## config.mk

```make
export PLATFORM = sky130hd
export DESIGN_NAME = xh_chi_chn_merge
export DESIGN_NICKNAME = d
export VERILOG_FILES = /design/src/rtl/xh_chi_chn_merge.sv
export SDC_FILE = /design/constraint.sdc
export NUM_CORES = 2
export LEC_CHECK = 0
export CAP_MARGIN = 20
export CORE_UTILIZATION = 55
export DETAILED_ROUTE_END_ITERATION = 10
export GPL_ROUTABILITY_DRIVEN = 0
export GPL_TIMING_DRIVEN = 0
export HOLD_SLACK_MARGIN = 0.15
export MAX_ROUTING_LAYER = met4
export PLACE_DENSITY_LB_ADDON = 0.08
export SYNTH_ARGS = -nofsm -noshare
export SYNTH_HDL_FRONTEND = slang
export SYNTH_SLANG_ARGS = --single-unit
export TNS_END_PERCENT = 20
```

## constraint.sdc

```tcl
create_clock -name clk -period 10 [get_ports clk]
set_input_delay 2 -clock clk [delete_from_list [all_inputs] [get_ports clk]]
set_output_delay 2 -clock clk [all_outputs]
set_load 0.01 [all_outputs]
```

## src/rtl/xh_chi_chn_merge.sv

```systemverilog
// N-to-1 credit-based CHI channel merge: per-input FIFO and L-credit issuer, round-robin
// arbitration, registered output. Define XH_CHI_CHN_MERGE_SRCID_EN to stamp the source ID.
module xh_chi_chn_merge #(
  parameter int N_IN        = 4,
  parameter int FLIT_W      = 128,
  parameter int DEPTH       = 4,
  parameter int OUT_CRD_MAX = 15,
  parameter int SRCID_LSB   = 4,
  parameter int SRCID_W     = 7,
  parameter int SRCID_BASE  = 0
) (
  input  logic                     clk,
  input  logic                     rst_n,
  input  logic [N_IN-1:0]          in_flitv,
  input  logic [N_IN*FLIT_W-1:0]   in_flit,
  output logic [N_IN-1:0]          in_lcrdv,
  output logic                     out_flitv,
  output logic [FLIT_W-1:0]        out_flit,
  input  logic                     out_lcrdv,
  output logic [3:0]               out_crd_cnt,
  output logic                     err_ovf,
  output logic                     err_crd
);
  localparam int PTR_W = (DEPTH > 1) ? $clog2(DEPTH) : 1;
  localparam int OCC_W = $clog2(DEPTH + 1);
  localparam int RR_W  = $clog2(N_IN);
  localparam int CRD_W = $clog2(OUT_CRD_MAX + 1);

  logic [FLIT_W-1:0] mem    [N_IN][DEPTH];
  logic [PTR_W-1:0]  wr_ptr [N_IN];
  logic [PTR_W-1:0]  rd_ptr [N_IN];
  logic [OCC_W-1:0]  occ    [N_IN];
  logic [OCC_W-1:0]  owed   [N_IN];
  logic [N_IN-1:0]   lcrdv_q;
  logic [RR_W-1:0]   rr_ptr;
  logic [CRD_W-1:0]  crd;
  logic              ovf_q;
  logic              crd_err_q;

  logic [N_IN-1:0]   full;
  logic [N_IN-1:0]   nonempty;
  logic [N_IN-1:0]   enq;
  logic [N_IN-1:0]   deq;
  logic              grant_p0;
  logic [RR_W-1:0]   win_p0;
  logic [FLIT_W-1:0] flit_p0;
  logic              vld_p1;
  logic [FLIT_W-1:0] flit_p1;

  function automatic logic [PTR_W-1:0] ptr_inc(input logic [PTR_W-1:0] p);
    return (p == PTR_W'(DEPTH - 1)) ? '0 : p + PTR_W'(1);
  endfunction

  // Saturating downstream credit count; simultaneous credit and send cancel out.
  function automatic logic [CRD_W-1:0] crd_next(input logic [CRD_W-1:0] c,
                                                input logic inc, input logic dec);
    if (inc && !dec) return (c == CRD_W'(OUT_CRD_MAX)) ? c : c + CRD_W'(1);
    if (dec && !inc) return c - CRD_W'(1);
    return c;
  endfunction

`ifdef XH_CHI_CHN_MERGE_SRCID_EN
  function automatic logic [SRCID_W-1:0] stamp_id(input logic [RR_W-1:0] w);
    return SRCID_W'(SRCID_BASE + int'(w));
  endfunction
`else
  logic srcid_unused;
  assign srcid_unused = ^{SRCID_LSB, SRCID_W, SRCID_BASE};
`endif

  always_comb begin
    full     = '0;
    nonempty = '0;
    enq      = '0;
    for (int i = 0; i < N_IN; i++) begin
      full[i]     = (occ[i] == OCC_W'(DEPTH));
      nonempty[i] = (occ[i] != '0);
      enq[i]      = in_flitv[i] && !full[i];
    end
  end

  // p0: round-robin grant from rr_ptr, gated by holding a downstream credit
  always_comb begin
    int idx;
    idx      = 0;
    grant_p0 = 1'b0;
    win_p0   = rr_ptr;
    deq      = '0;
    if (crd != '0) begin
      for (int k = 0; k < N_IN; k++) begin
        idx = int'(rr_ptr) + k;
        if (idx >= N_IN) idx = idx - N_IN;
        if (!grant_p0 && nonempty[idx]) begin
          grant_p0 = 1'b1;
          win_p0   = RR_W'(idx);
        end
      end
    end
    if (grant_p0) deq[win_p0] = 1'b1;
  end

  always_comb begin
    flit_p0 = mem[win_p0][rd_ptr[win_p0]];
`ifdef XH_CHI_CHN_MERGE_SRCID_EN
    flit_p0[SRCID_LSB +: SRCID_W] = stamp_id(win_p0);
`endif
  end

  always_ff @(posedge clk) begin
    for (int i = 0; i < N_IN; i++) begin
      if (enq[i]) mem[i][wr_ptr[i]] <= in_flit[i*FLIT_W +: FLIT_W];
    end
  end

  always_ff @(posedge clk) begin
    if (!rst_n) begin
      for (int i = 0; i < N_IN; i++) begin
        wr_ptr[i] <= '0;
        rd_ptr[i] <= '0;
        occ[i]    <= '0;
        owed[i]   <= OCC_W'(DEPTH);
      end
      lcrdv_q   <= '0;
      rr_ptr    <= '0;
      crd       <= '0;
      ovf_q     <= 1'b0;
      crd_err_q <= 1'b0;
      vld_p1    <= 1'b0;
      flit_p1   <= '0;
    end else begin
      for (int i = 0; i < N_IN; i++) begin
        if (enq[i]) wr_ptr[i] <= ptr_inc(wr_ptr[i]);
        if (deq[i]) rd_ptr[i] <= ptr_inc(rd_ptr[i]);
        occ[i]     <= occ[i] + OCC_W'(enq[i]) - OCC_W'(deq[i]);
        lcrdv_q[i] <= (owed[i] != '0);
        owed[i]    <= owed[i] - OCC_W'(owed[i] != '0) + OCC_W'(deq[i]);
      end
      if (|(in_flitv & full)) ovf_q <= 1'b1;
      if (out_lcrdv && !grant_p0 && crd == CRD_W'(OUT_CRD_MAX)) crd_err_q <= 1'b1;
      crd <= crd_next(crd, out_lcrdv, grant_p0);
      if (grant_p0) rr_ptr <= (win_p0 == RR_W'(N_IN - 1)) ? '0 : win_p0 + RR_W'(1);
      // p1: registered output pulse; flit holds between grants
      vld_p1 <= grant_p0;
      if (grant_p0) flit_p1 <= flit_p0;
    end
  end

  assign in_lcrdv    = lcrdv_q;
  assign out_flitv   = vld_p1;
  assign out_flit    = flit_p1;
  assign out_crd_cnt = 4'(crd);
  assign err_ovf     = ovf_q;
  assign err_crd     = crd_err_q;

endmodule

```

==> flow_summary_export.csv <==
group,metric,value,unit
outcome,status,"finished, final reports clean",
power,vdd_ir_drop_max,198,µV
cts,holdBufCountCts,0,
cts,h-tree-depth,4,
cts,cts_resized,0,
routing,drtIter0Drc,6663,
routing,first_pass_iters,8,
floorplanning,core_area,157000,µm²
finish,final_cells,8811,
critical_path,worst-r2r-setup-slack,4320,ps
synth,synth_edf_count,2064,
power,power_density,291,nW/µm²
critical_path,critPathCaptureType,"flip-flop",
global_route,gr-total-overflow,0,
sta,min_period,5680,ps
sta,slew_viol_final,0,
cts,cts-buffers-inserted,219,
synth,yosys_warnings,0,
sta,worst_pin_slew,1180,ps
synth,syn_inst,5522,
cts,clk_pin_slew,60,ps
routing,via_count,54800,
critical_path,r2r-start,"occ[2][0]",
routing,routed_wl,272,mm
finish,area_delta_synth_final,21.0,%
sta,finalClockSkew,35.1,ps
routing,drc,0,
place,dpl-instance-area,97900,µm²
global_route,antenna_found_initial,97,
power,pwr-share-seq,37.8,%
cts,post_cts_buffers,0,
finish,final_area,106000,µm²
critical_path,critPathKind,"flip-flop to flip-flop",
critical_path,critPathCapture,"occ[3][2]",
power,clock_power_share,27.7,%
sta,grt_setup_unrepaired,"no",
floorplanning,chipWidth,400,µm
sta,relSlewSlack,21.1,%
global_route,grt_max_degree,51,
power,p_total,30700,µW
synth,synth_area,87300,µm²
floorplanning,fp.dieH,400,µm
power,p_comb_share,34.4,%
power,netSwitchingFraction,36.6,%
critical_path,r2r_end,"occ[3][2]",
synth,synthTopCellsByArea,"edfxtp_1 71%, mux2i_1 5.9%, dfxtp_1 3.8%, a211oi_1 3.3%, nor2b_1 2.3%",
synth,synth_top_area_cell,"edfxtp_1",
routing,ant_nets,0,
routing,avgRoutedWirePerCell,30.9,µm
synth,synth_top_area_share,71.0,%
sta,holdWs,467,ps
routing,avgViaCountPerCell,6.22,
finish,final_cell_mix,"2,064 x edfxtp_1, 657 x clkdlybuf4s50_1, 531 x nand2_1",
critical_path,crit_arrival,6390,ps
finish,final_common_cell,"edfxtp_1",
synth,syn_avg_cell_area,15.8,µm²
power,p_leak,0.0348,µW
place,hpwl,186,mm
hold_path,hold_path.class,"flip-flop to flip-flop",
synth,synth_flop_cell,"edfxtp_1",
global_route,track_usage,34.6,%
floorplanning,rows,145,
synth,synth.distinct_cells,57,
power,p_switching,11200,µW
global_route,grt_pass1_vias,54200,
cts,clock_latency,870,ps
sta,max_freq,0.176,GHz
critical_path,crit_fanout,10,
synth,ys_ff_latch,2229,
critical_path,reg2reg_depth,19,
place,io_buffers,657,
finish,fin_nets,7029,
finish,post_route_cells_drive_above_1_share,9.08,%
global_route,grt_first_pass_wirelength,382,mm
floorplanning,io-pin-count,658,
critical_path,worstPathRequired,10710,ps
sta,hold_violations,0,
cts,clk_path_buf_depth,3,
job,maxCapViolCount,0,
cts,cts_tree,"yes",
cts,clockRootBuffer,"clkbuf_16",
place,dp.cells,8298,
synth,synthArstFlopShare,0,%
critical_path,critPathLaunchType,"flip-flop",
sta,timing.final.crit_share,56.8,%
power,internal_power,19500,µW
synth,syn_nets,6089,
sta,setup_viol,0,
finish,final_util,67.3,%
floorplanning,die_area,160000,µm²
floorplanning,floorplan.initialDensity,55.6,%
synth,ys_seq_area_share,74.8,%
cts,clock_sinks,2229,
critical_path,crit_start,"occ[2][0]",
cells by family (layout without fill, tap and decap cells):
kind of cell | count (synthesis) | after routing | share of synthesized area (%)
simple gates | 1275 | 1275 | 7.01
xor+xnor | 18 | 18 | 0.181
compound gates | 993 | 993 | 9.14
buf+inv | 441 | 1579 | 2.19
fa+ha+maj | 48 | 48 | 0.757
mux | 518 | 518 | 5.95
flops | 2229 | 2229 | 74.8
other cells | 0 | 93 | 0
critical path, stage by stage (launching register included):
cell,delay (ps)
dfxtp_1,330
nor3_1,490
o211ai_1,170
a211oi_1,310
a21oi_2,170
inv_2,440
buf_2,610
buf_2,600
clkbuf_1,600
ha_1,260
nand2_1,110
inv_1,140
ha_1,240
inv_1,50
ha_1,140
inv_1,60
fa_1,400
xor2_1,170
xnor2_1,130
nor2_1,50
stage by stage:
step | worst slack, ps | setup TNS (ps)
after global routing | 4080 | 0
after global placement | -286 | -64940
after CTS | 4320 | 0
after floorplan | 4190 | 0
final | 4320 | 0
after detailed placement | 4340 | 0
power groups by stage:
stage,combinational [µW],clock [µW],sequential (µW)
floorplan,5700,0,11900
global route,11100,8920,11700
finish,10600,8520,11600
global placement,9990,0,12000
detailed placement,10400,0,11800
CTS,10400,8550,11600
registers in the layout (all words and copies together), names as in the netlist:
signal       flops
mem           2048
out_flit       128
occ             12
owed            12
rd_ptr           8
wr_ptr           8
in_lcrdv         4
out_crd_cnt      4
rr_ptr           2
err_crd          1
err_ovf          1
out_flitv        1
worst min path at each step:
stage / end / start / depth (start not counted) / slack, ps
6_report: out_flit[118] / out_flit[118] / 2 / 470
5_1_grt: out_flit[118] / out_flit[118] / 2 / 490
4_1_cts: out_flit[104] / out_flit[104] / 2 / 470
3_5_place_dp: out_flit[31] / out_flit[31] / 2 / 460
3_3_place_gp: out_flit[29] / out_flit[29] / 2 / 440
2_1_floorplan: owed[1][2] / owed[1][2] / 2 / 460
final cells by class:
class | count | area [µm²]
buffer | 397 | 1750
antenna | 93 | 233
timing repair buffer | 719 | 7990
fill | 10800 | 51300
sequential | 2229 | 65300
clock buffer | 305 | 6200
inverter | 44 | 165
multi-input combinational | 2852 | 20200
tap | 2058 | 2570
clock inverter | 114 | 1330
cell usage after synthesis, types with 4 or more instances:
master / n
inv_1: 41
a2111oi_2: 30
buf_4: 35
and4b_1: 7
dfxtp_1: 165
nand2b_1: 10
xnor2_1: 13
a2111oi_0: 226
buf_2: 93
a32oi_1: 64
xor2_1: 5
o21ai_1: 65
nor4_1: 65
clkbuf_1: 263
a21boi_1: 4
a21oi_1: 8
nand2_1: 531
a31oi_1: 66
and2_1: 33
nand3_1: 68
or3_1: 6
nor2_1: 206
nor2b_1: 322
ha_1: 40
buf_1: 4
nor4b_1: 9
mux2i_1: 516
fa_1: 8
edfxtp_1: 2064
nor3_1: 4
o221ai_1: 127
a211oi_1: 387
per-layer routing:
metal	GRT usage (%)	up-vias	wire, µm
met4	15.2	0	11600
met1	42.4	27300	99800
li1	-	23800	-
met5	-	-	0
met3	8.67	569	29400
met2	54.5	3179	131000
Power figures use the tool's default switching activity.
